## src/rtl/microwave_cook_controller.sv

```systemverilog
// Cook sequencer for the microwave: captures BCD keypad digits into an MM:SS
// register, then counts it down at 1 Hz with the magnetron enabled.
module microwave_cook_controller (
  input  logic       CLK_100HZ,
  input  logic       RST,
  input  logic [3:0] D,
  input  logic       LOAD_N,
  input  logic       CLK_1HZ,
  input  logic       START_N,
  input  logic       STOP_N,
  input  logic       DOOR_CLOSED,
  output logic       EN_N,
  output logic       MAG_ON,
  output logic       DONE,
  output logic [3:0] MIN_T,
  output logic [3:0] MIN_U,
  output logic [3:0] SEC_T,
  output logic [3:0] SEC_U
);

  typedef enum logic [2:0] {IDLE, ENTRY, RUN, PAUSE, FINISH} stateT;

  stateT      state_q, state_d;
  logic [3:0] minT_q, minU_q, secT_q, secU_q;
  logic [3:0] minT_d, minU_d, secT_d, secU_d;
  logic [3:0] decMinT, decMinU, decSecT, decSecU;
  logic       startMeta_q, startSync_q, startPrev_q;
  logic       stopMeta_q, stopSync_q, stopPrev_q;
  logic       doorMeta_q, doorSync_q;
  logic       tickPrev_q, enNPrev_q;
  logic       enN_q, magOn_q, done_q;
  logic       eventMask, startEvt, stopEvt, tickEvt;
  logic       digitOk, timeZero, decZero;

  // Two-flop synchronizers for the asynchronous buttons and door switch.
  always_ff @(posedge CLK_100HZ or posedge RST) begin
    if (RST) begin
      startMeta_q <= 1'b1;
      startSync_q <= 1'b1;
      stopMeta_q  <= 1'b1;
      stopSync_q  <= 1'b1;
      doorMeta_q  <= 1'b0;
      doorSync_q  <= 1'b0;
      startPrev_q <= 1'b1;
      stopPrev_q  <= 1'b1;
      tickPrev_q  <= 1'b0;
      enNPrev_q   <= 1'b0;
    end else begin
      startMeta_q <= START_N;
      startSync_q <= startMeta_q;
      stopMeta_q  <= STOP_N;
      stopSync_q  <= stopMeta_q;
      doorMeta_q  <= DOOR_CLOSED;
      doorSync_q  <= doorMeta_q;
      startPrev_q <= startSync_q;
      stopPrev_q  <= stopSync_q;
      tickPrev_q  <= CLK_1HZ;
      enNPrev_q   <= enN_q;
    end
  end

  // The CLK_1HZ mux in timer_input_control follows EN_N, so the cycle after
  // EN_N toggles may carry a spurious edge; all events are ignored there.
  assign eventMask = enN_q ^ enNPrev_q;
  assign startEvt  = startPrev_q & ~startSync_q & ~eventMask;
  assign stopEvt   = stopPrev_q & ~stopSync_q & ~eventMask;
  assign tickEvt   = CLK_1HZ & ~tickPrev_q & ~eventMask;
  assign digitOk   = ~LOAD_N && (D <= 4'd9);
  assign timeZero  = (minT_q == 4'd0) && (minU_q == 4'd0) &&
                     (secT_q == 4'd0) && (secU_q == 4'd0);

  // Seconds above 59 are left unnormalized and simply count down digit-wise.
  always_comb begin
    decMinT = minT_q;
    decMinU = minU_q;
    decSecT = secT_q;
    decSecU = secU_q;
    if (secU_q != 4'd0) begin
      decSecU = secU_q - 4'd1;
    end else if (secT_q != 4'd0) begin
      decSecT = secT_q - 4'd1;
      decSecU = 4'd9;
    end else begin
      decSecT = 4'd5;
      decSecU = 4'd9;
      if (minU_q != 4'd0) begin
        decMinU = minU_q - 4'd1;
      end else begin
        decMinU = 4'd9;
        decMinT = minT_q - 4'd1;
      end
    end
  end

  assign decZero = (decMinT == 4'd0) && (decMinU == 4'd0) &&
                   (decSecT == 4'd0) && (decSecU == 4'd0);

  always_comb begin
    state_d = state_q;
    minT_d  = minT_q;
    minU_d  = minU_q;
    secT_d  = secT_q;
    secU_d  = secU_q;
    case (state_q)
      IDLE, ENTRY: begin
        if (stopEvt) begin
          state_d = IDLE;
          minT_d  = 4'd0;
          minU_d  = 4'd0;
          secT_d  = 4'd0;
          secU_d  = 4'd0;
        end else if ((state_q == ENTRY) && startEvt && doorSync_q && !timeZero) begin
          state_d = RUN;
        end else if (tickEvt && digitOk) begin
          state_d = ENTRY;
          minT_d  = minU_q;
          minU_d  = secT_q;
          secT_d  = secU_q;
          secU_d  = D;
        end
      end
      RUN: begin
        if (stopEvt || !doorSync_q) begin
          state_d = PAUSE;
        end else if (tickEvt) begin
          minT_d = decMinT;
          minU_d = decMinU;
          secT_d = decSecT;
          secU_d = decSecU;
          if (decZero) state_d = FINISH;
        end
      end
      PAUSE: begin
        if (stopEvt) begin
          state_d = IDLE;
          minT_d  = 4'd0;
          minU_d  = 4'd0;
          secT_d  = 4'd0;
          secU_d  = 4'd0;
        end else if (startEvt && doorSync_q) begin
          state_d = RUN;
        end
      end
      FINISH: begin
        if (stopEvt || !doorSync_q) state_d = IDLE;
      end
      default: state_d = IDLE;
    endcase
  end

  // Outputs are decoded from the next state so they change on the same edge.
  always_ff @(posedge CLK_100HZ or posedge RST) begin
    if (RST) begin
      state_q <= IDLE;
      minT_q  <= 4'd0;
      minU_q  <= 4'd0;
      secT_q  <= 4'd0;
      secU_q  <= 4'd0;
      enN_q   <= 1'b0;
      magOn_q <= 1'b0;
      done_q  <= 1'b0;
    end else begin
      state_q <= state_d;
      minT_q  <= minT_d;
      minU_q  <= minU_d;
      secT_q  <= secT_d;
      secU_q  <= secU_d;
      enN_q   <= !((state_d == IDLE) || (state_d == ENTRY));
      magOn_q <= (state_d == RUN);
      done_q  <= (state_d == FINISH);
    end
  end

  assign EN_N   = enN_q;
  assign MAG_ON = magOn_q;
  assign DONE   = done_q;
  assign MIN_T  = minT_q;
  assign MIN_U  = minU_q;
  assign SEC_T  = secT_q;
  assign SEC_U  = secU_q;

endmodule
```

## config.mk

```make
export PLATFORM = sky130hd
export DESIGN_NAME = microwave_cook_controller
export DESIGN_NICKNAME = d
export VERILOG_FILES = /design/src/rtl/microwave_cook_controller.sv
export SDC_FILE = /design/constraint.sdc
export NUM_CORES = 1
export LEC_CHECK = 0
export CORE_UTILIZATION = 43
export CTS_BUF_LIST = sky130_fd_sc_hd__clkbuf_16
export DETAILED_ROUTE_END_ITERATION = 12
export HOLD_SLACK_MARGIN = 0.06
export PLACE_DENSITY_LB_ADDON = 0.12
export SLEW_MARGIN = 10
export SYNTH_ARGS = -nofsm -noshare
export SYNTH_HDL_FRONTEND = slang
export SYNTH_SLANG_ARGS = --single-unit
```

## constraint.sdc

```tcl
create_clock -name CLK_100HZ -period 4.6 [get_ports CLK_100HZ]
set_input_delay 0.46 -clock CLK_100HZ [delete_from_list [all_inputs] [get_ports CLK_100HZ]]
set_output_delay 0.46 -clock CLK_100HZ [all_outputs]
set_load 0.01 [all_outputs]
```

; Yosys cells after proc, flatten, opt, wreduce, memory -nomap -nowiden
; Cells that the tools add are included.
[op_classes]
add_sub_neg = 4
n_lt_le_gt_ge = 1
eq_ne = 12
muxes = 44
bitwise = 12
n_reduce_logical = 33
[op_table]
columns = operator, count
row1 = 4-bit two-way mux, 30
row2 = 4-bit case mux with 3 select lines, 4
row3 = 4-bit zero test, 8
row4 = 3-bit two-way mux, 9
row5 = 4-bit by 1-bit subtractor with 4-bit output (second input constant), 4
row6 = 1-bit logical AND, 12
row7 = 3-bit case mux with 4 select lines, 1
row8 = 4-bit nonzero test, 3
row9 = 3-bit by 2-bit == test with 1-bit output (second input constant), 3
row10 = 1-bit bitwise AND, 6
row11 = 3-bit by 1-bit == test with 1-bit output (second input constant), 2
row12 = 3-bit == test (second input constant), 2
row13 = 3-bit zero test, 2
row14 = 2-bit inequality test (second input constant), 3
row15 = 3-bit inequality test (second input constant), 2
row16 = 6-bit AND reduction, 1
row17 = 1-bit inverter, 5
row18 = 4-bit <= comparator (second input constant), 1
row19 = 1-bit zero test, 3
row20 = 3-bit nonzero test, 1
row21 = 1-bit logical OR, 2
row22 = 2-bit OR reduction, 1
row23 = 1-bit XOR, 1
[word_totals]
reg_bits = 32
in_bits = 11
output_inout_bits = 19
word_cells = 124

; Logic depth before layout (Yosys ltp)
; Gate-level depths: netlist of run 1.
[logic_depth]
depth_word = 15
ltp_mapped = 9

; Worst setup path after synthesis of run 1
; OpenSTA, ideal clock, no wires.
[synth_timing]
path_type = register -> register
startpoint = reg secU_q[1], in the netlist SEC_U[1]
endpoint = reg magOn_q, in the netlist MAG_ON
setup_time_ns = 0.131
t_arrival_ns = 1.806
path_slack_ns = 2.663
path_stages_with_launch = 8
path_buffers = 1
cell_sequence = dfrtp_1 buf_6 or4_4 o21ai_2 a22oi_2 nor4b_4 o221ai_2 nor2b_4
[synth_via]
elab_chain_len = 11
word_cells_on_any_way = 24
classes_between = 1 x add/sub / 1 x eq/ne / 10 x mux / 12 x reduce/logical
[synth_lines]
columns = item, line
row1 = "start, declared", 24  ; logic [3:0] minT_q, minU_q, secT_q, secU_q;
row2 = "start signal, assigned", 167  ; secU_q <= secU_d;
row3 = "parallel branches: the longest is 9 deep, another holds 4-bit by 1-bit subtractor with 4-bit output", --
row4 = 3-bit case mux with 4 select lines (*), 104  ; case (state_q)
row5 = net state_d[1], 23  ; stateT state_q, state_d;
row6 = 3-bit by 2-bit == test with 1-bit output (*), 169  ; magOn_q <= (state_d == RUN);
row7 = "end signal, assigned", 169
row8 = "end, declared", 31  ; logic enN_q, magOn_q, done_q;
; Mark *: on every way through the listed nets, which the timed path passes.
; A chain may end at the register's enable or synchronous reset.

; Final worst setup path of run 1
[layout_timing]
startpoint = reg minT_q[0], in the netlist MIN_T[0]
endpoint = reg secU_q[1], in the netlist SEC_U[1]
[layout_via]
elab_chain_len = 8
[layout_lines]
columns = item, line
row1 = "start, declared", 24
row2 = "start signal, assigned", 164  ; minT_q <= minT_d;
row3 = 4-bit zero test, 69  ; assign timeZero = (minT_q == 4'd0) && (minU_q == 4'd0) &&
row4 = 1-bit logical AND (2 in series), 69
row5 = 1-bit logical AND, 70  ; (secT_q == 4'd0) && (secU_q == 4'd0);
row6 = 1-bit zero test, 112  ; end else if ((state_q == ENTRY) && startEvt && doorSync_q && !timeZero) begin
row7 = 1-bit logical AND, 112
row8 = 3-bit inequality test (no source line), --
row9 = 6-bit AND reduction (no source line), --
; No other way between the ends.

==> results of run 1 <==
==> where the power goes <==
| part | switching [uW] | internal [uW] | leakage (uW) |
|---|---|---|---|
| clock | 123 | 196 | 0.0000710 |
| combinational | 491 | 375 | 0.000416 |
| sequential | 155 | 367 | 0.000395 |
| total | 769 | 939 | 0.000881 |
==> kinds of logic (layout without fill, tap and decap cells) <==
group	count (synthesis)	count (layout)	synth area share, %
compound gates	68	68	24.8
buf+inv	16	43	4.78
xor+xnor	3	3	1.41
simple gates	78	78	24.1
fa+ha+maj	2	2	1.35
flops	32	32	43.5
==> critical path, delay by kind of cell, from the launching register on <==
family                   cells  cell delay (ps)
buffers and inverters        1              110
AO/OA/AOI/OAI                3             1290
AND/OR/NAND/NOR              2              370
adder cells (fa/ha/maj)      1              200
flip-flops                   1              430
==> path summary, 6_finish.rpt <==
check	start	slack [ps]	to
setup / recovery	MIN_T[0]	2050	SEC_U[1]
hold / removal	stopMeta_q	350	stopSync_q
setup reg to reg	MIN_T[0]	2050	SEC_U[1]
hold reg to reg	stopMeta_q	350	stopSync_q
max in group asynchronous	RST	3700	stopPrev_q
min in group asynchronous	RST	570	MIN_T[2]
==> registers in the layout (all words and copies together), names as in the netlist <==
register     cells
MIN_T            4
EN_N             1
stopMeta_q       1
stopSync_q       1
MAG_ON           1
SEC_T            4
startPrev_q      1
doorSync_q       1
state_q          3
startSync_q      1
enNPrev_q        1
stopPrev_q       1
doorMeta_q       1
tickPrev_q       1
DONE             1
MIN_U            4
startMeta_q      1
SEC_U            4
==> stage by stage <==
step / hold WS (ps) / util [%]
floorplan: 331 / -
CTS: 356 / 56.0
finish: 355 / 56.0
global placement: 334 / 52.6
detailed placement: 348 / 52.6
global route: 359 / 56.0
==> per-layer routing <==
metal  global-route usage [%]  vias to the layer above  wire length, um
met5                        0                        -                0
met4                     12.0                        0               76
met3                     6.08                        5              284
met2                     36.0                       74             2250
met1                     30.8                      816             2190
li1                         -                      780                -
==> cell usage after synthesis (all sizes together) (2+ instances only) <==
cell type  count  share of area [%]
a32o           2                1.1
clkbuf         4               0.81
dfrtp         26                 35
xnor2          2               0.94
nor4           4                2.2
nor3           8                2.2
or2            2               0.67
inv            5                1.0
buf            7                3.0
a21oi         14                4.0
a32oi          4                1.9
nor4b          3                2.2
o2bb2ai        7                3.3
dfstp          6                8.5
a21boi         2               0.81
nor2          23                4.6
o21a           3                1.3
nand2         16                3.4
ha             2                1.3
o21ai         24                6.7
nand4          3                1.0
o211ai         3                1.2
nand2b         2               0.81
nand3          3               0.81
nor2b          4                1.8
and2           4                1.5
a22o           2               0.94
==> layout make-up <==
type	count	area (um^2)
fillers	357	1800
multi-input cells	151	961
flip-flops and latches	32	808
repair buffers	30	298
clock buffers	5	125
well taps	50	62.6
inverters	5	18.8
clock inverters	3	13.8
==> results.md, run 1 <==
- Period minus WS final: 2550 ps
- Syn Nets: 212
- Max Cap Viol: 0
- Crit path max fanout: 15
- Global-route wire length before repair: 7770 um
- Critical Path RT: 4710 ps
- Gr ovfl total: 0
- Final setup vio count: 0
- CTS Sinks: 32
- Height of the die: 67.7 um
- Seq cells post-synth: 32
- Total GRT Usage: 23.7%
- Ys flop type: dfrtp_1
- Nets@finish: 238
- Async SR Flop Fraction: 100%
- Initial antenna violation count: 0
- WL/cell: 17.4 um
- Cell depth of the worst hold path: 0
- Synth Warn #: 0
- Design Power: 1710 uW
- Post-CTS sizing: 0
- Seq/Total Area, Yosys: 43.5%
- # rows: 23
- Unrepaired setup endpoints after global routing: no
- Initial Util: 45.5%
- Htree depth: 2
- Finished Cell Area: 2290 um^2
- Power Dens Cells: 747 nW/um^2
- EDFF count, synth: 0
- Post-Syn Area: 1860 um^2
- Pre-CTS WS: 2000 ps
- Clk_skew: 3.83 ps
- Final setup margin: 2050 ps
- Fmax: 392 MHz
- Fin crit share: 55.5%
- Layout cell share with drive strength beyond 1: 13.3%
- Crit-path cells: inv_1 > ha_1 > nor4b_1 > and4_1 > o21a_1 > o21ai_1 > o22ai_1
- Max stage delay on crit path: 870 ps
- CP Capture Type: flip-flop
- Synth cell types: 54
- Crit-path slowest cell: o21ai_1
- Area added between synthesis and finish: 23.1%
- Placed cell areas: 2150 um^2
- Clock slew at the register clock pins of the worst setup and hold paths: 50 ps
- DR DRC count: 0
- Die X: 67.7 um
- Clk_lat worst skew: 280 ps
- Cells after synthesis: 199
- Worst setup SP type: flip-flop
- Avg Cell Area, Syn: 9.34 um^2
- TNS Setup: 0 ps
- R2r worst-path depth: 7
- Largest net degree at the start of global routing: 33
- Port Buffers: 29
- I/O Pins: 30
- Vias in the first global route: 1604
- Non-filler instance count after layout: 276
- Peak VDD IR: 0.301 mV
- DRT iter0 DRCs: 199
- Static leakage: 0.000881 uW
- Core Box Area: 4090 um^2
- Total CTS buffers: 5
- Final RePlAce weighted congestion: 0.950
- Final WL: 4800 um
- Most frequent cells in the layout: clkdlybuf4s50_1, dfrtp_1, nor2_1
- Fin. max-slew vios: 0
- Rel. slew slack: 25.0%
- Dpl hpwl: 3310 um
- TritonCTS clock tree: yes
- Final Hold Violating Endpoints: 0
- Drt first pass iters: 4
- Vias per std cell: 6.07
- Status: complete, no violations
- Crit path kind: flip-flop to flip-flop
- Die area: 4590 um^2
- Antenna Violating Nets Remaining: 0
- Via count: 1675
- CTS max path bufs: 2
- Placed Cells incl. Taps: 268
- Diode count: 0
- # hold bufs at CTS: 0
- Most common cell after layout, fill and taps aside: clkdlybuf4s50_1
- Worst Path Arrival: 2660 ps
- Worst-margin pin slew: 1120 ps
- Root Driver: clkbuf_16
- Worst Hold Class: flip-flop to flip-flop
- Post-CTS Setup Bufs: 0
Note: power is estimated with default switching activity, not from simulation.
==> run 2, diff against run 1 <==
==> constraint.sdc (replaced) <==
create_clock -name CLK_100HZ -period 2.6 [get_ports CLK_100HZ]
set_input_delay 0.26 -clock CLK_100HZ [delete_from_list [all_inputs] [get_ports CLK_100HZ]]
set_output_delay 0.26 -clock CLK_100HZ [all_outputs]
set_load 0.01 [all_outputs]
==> run 2 against run 1 <==
  * Via count decreased by 1.9%
  * Critical endpoint is now MIN_U[0]
  * Count of clock-buffer cells in the layout unchanged
  * Sequential power increased by 69%
  * Wire length decreased by 7.4%
==> results.md, run 2 (same netlist as run 1, synthesis figures left out) <==
- Status: complete, no violations
- Most frequent cells in the layout: clkdlybuf4s50_1, dfrtp_1, nor2_1
- Total CTS buffers: 5
- Core Box Area: 4090 um^2
- Int Power: 1800 uW
- R2r worst-path depth: 6
- Reg-to-reg slack, setup: 340 ps
- TritonCTS clock tree: yes
- CTS max path bufs: 2
- Crit path kind: flip-flop to flip-flop
- Fin crit share: 87.1%
- Fmax: 442 MHz
- Most common cell after layout, fill and taps aside: clkdlybuf4s50_1
- Via count: 1643
- Worst r2r dst: MIN_U[0]
- Crit path max fanout: 16
- Net Sw Frac: 42.7%
- Cell depth of the worst hold path: 0
- # rows: 23
- Initial Util: 45.5%
- TNS Setup: 0 ps
- Clk_skew: 1.80 ps
- Peak VDD IR: 0.585 mV
- Design Power: 3140 uW
- Unrepaired setup endpoints after global routing: no
- Final RePlAce weighted congestion: 0.928
- Htree depth: 2
- Worst Hold Endpoint: doorSync_q
- Clock share of power: 21.1%
- Initial antenna violation count: 0
- Gr ovfl total: 0
- I/O Pins: 30
- Worst-margin pin slew: 645 ps
- Root Driver: clkbuf_16
- Layout cell share with drive strength beyond 1: 15.7%
- Drt first pass iters: 4
- CTS Sinks: 32
- Clock slew at the register clock pins of the worst setup and hold paths: 50 ps
- Power Dens Cells: 1340 nW/um^2
- Hold Path Origin: doorMeta_q
- Die X: 67.7 um
- Final WL: 4440 um
- Post-CTS Setup Bufs: 0
- Fin. max-slew vios: 0
- Total GRT Usage: 22.2%
- Max Cap Viol: 0
- Antenna Violating Nets Remaining: 0
- Worst setup SP type: flip-flop
- Dpl hpwl: 3140 um
- Net Switching: 1340 uW
- WL/cell: 15.9 um
- Die area: 4590 um^2
- Final setup vio count: 0
- Largest net degree at the start of global routing: 33
- Worst r2r src: SEC_T[0]
- Static leakage: 0.000912 uW
- Diode count: 0
- DRT iter0 DRCs: 219
- DR DRC count: 0
- Port Buffers: 29
- Vias in the first global route: 1512
- Sequential share of power: 28.2%
- Height of the die: 67.7 um
- CP Capture Type: flip-flop
- Nets@finish: 242
- Final Hold Violating Endpoints: 0
- Combinational fraction of design power: 50.7%
- Rel. slew slack: 57.0%
- Vias per std cell: 5.87
- Worst Hold Class: flip-flop to flip-flop
- Critical Path RT: 2760 ps
- Global-route wire length before repair: 7350 um
- Area added between synthesis and finish: 26.5%
- Clk_lat worst skew: 280 ps
- Period minus WS final: 2260 ps
- Worst Path Arrival: 2430 ps
[run 2: power groups by stage]
stage	Clock (uW)	Combinational [uW]	Sequential [uW]
global route	698	1760	911
global placement	0	1540	881
finish	663	1590	884
CTS	683	1580	883
floorplan	0	1110	866
detailed placement	0	1570	890
[run 2: metrics by stage]
step / hold WS (ps) / instances / util, % / area, um^2 / setup WS (ps)
after CTS: 355 / 280 / 57.4 / 2350 / 146
after global routing: 359 / 280 / 57.5 / 2350 / 142
final: 352 / 280 / 57.5 / 2350 / 336
after detailed placement: 341 / 272 / 53.3 / 2180 / 61.8
after floorplan: 264 / 199 / - / 1860 / 663
after global placement: 333 / 272 / 53.3 / 2180 / 162
[run 2: worst max-delay path: stages (launching register included)]
cell and delay (ps):
dfrtp_1 460, nor4_1 490, and4_1 300, o21a_1 160, o21a_2 360, o21ai_0 170
a22o_1 210
[run 2: repair_timing]
item                       CTS  global route
resized for setup            0             1
setup endpoints to repair    0             5
hold buffers                 0             0
[run 2: worst max path at each step]
stage          startpoint       end  slack (ps)
6_report         SEC_T[0]  MIN_U[0]         340
5_1_grt          SEC_T[0]  MIN_T[0]         140
4_1_cts          MIN_T[0]  SEC_T[2]         150
3_5_place_dp         D[2]  SEC_U[1]          60
3_3_place_gp         D[2]  SEC_U[1]         160
2_1_floorplan    SEC_U[1]    MAG_ON         660
[run 2: final cells by class]
class | instances | area, um^2
timing repair buffer | 34 | 328
multi-input combinational | 151 | 965
inverter | 5 | 18.8
tap | 50 | 62.6
clock inverter | 3 | 42.5
fill | 367 | 1740
clock buffer | 5 | 125
sequential | 32 | 808
[run 2: routing by layer]
metal / GRT usage, % / share of wire, % / up-vias
li1: - / - / 792
met1: 30.8 / 46 / 782
met4: 9.84 / 1.6 / 0
met3: 6.08 / 6.5 / 7
met2: 31.7 / 46 / 62
met5: 0 / 0 / -
==> run 3, diff against run 2 <==
==> constraint.sdc (replaced) <==
create_clock -name CLK_100HZ -period 2.6 [get_ports CLK_100HZ]
set_input_delay 0.26 -clock CLK_100HZ [delete_from_list [all_inputs] [get_ports CLK_100HZ]]
set_output_delay 0.26 -clock CLK_100HZ [all_outputs]
set_load 0.005 [all_outputs]
==> results of run 3 <==
Same layout as run 2 (identical final DEF). Status: complete, no violations.
Among the figures that moved: total power 3140 uW -> 3090 uW; worst IR drop on VDD 0.585 mV -> 0.574 mV
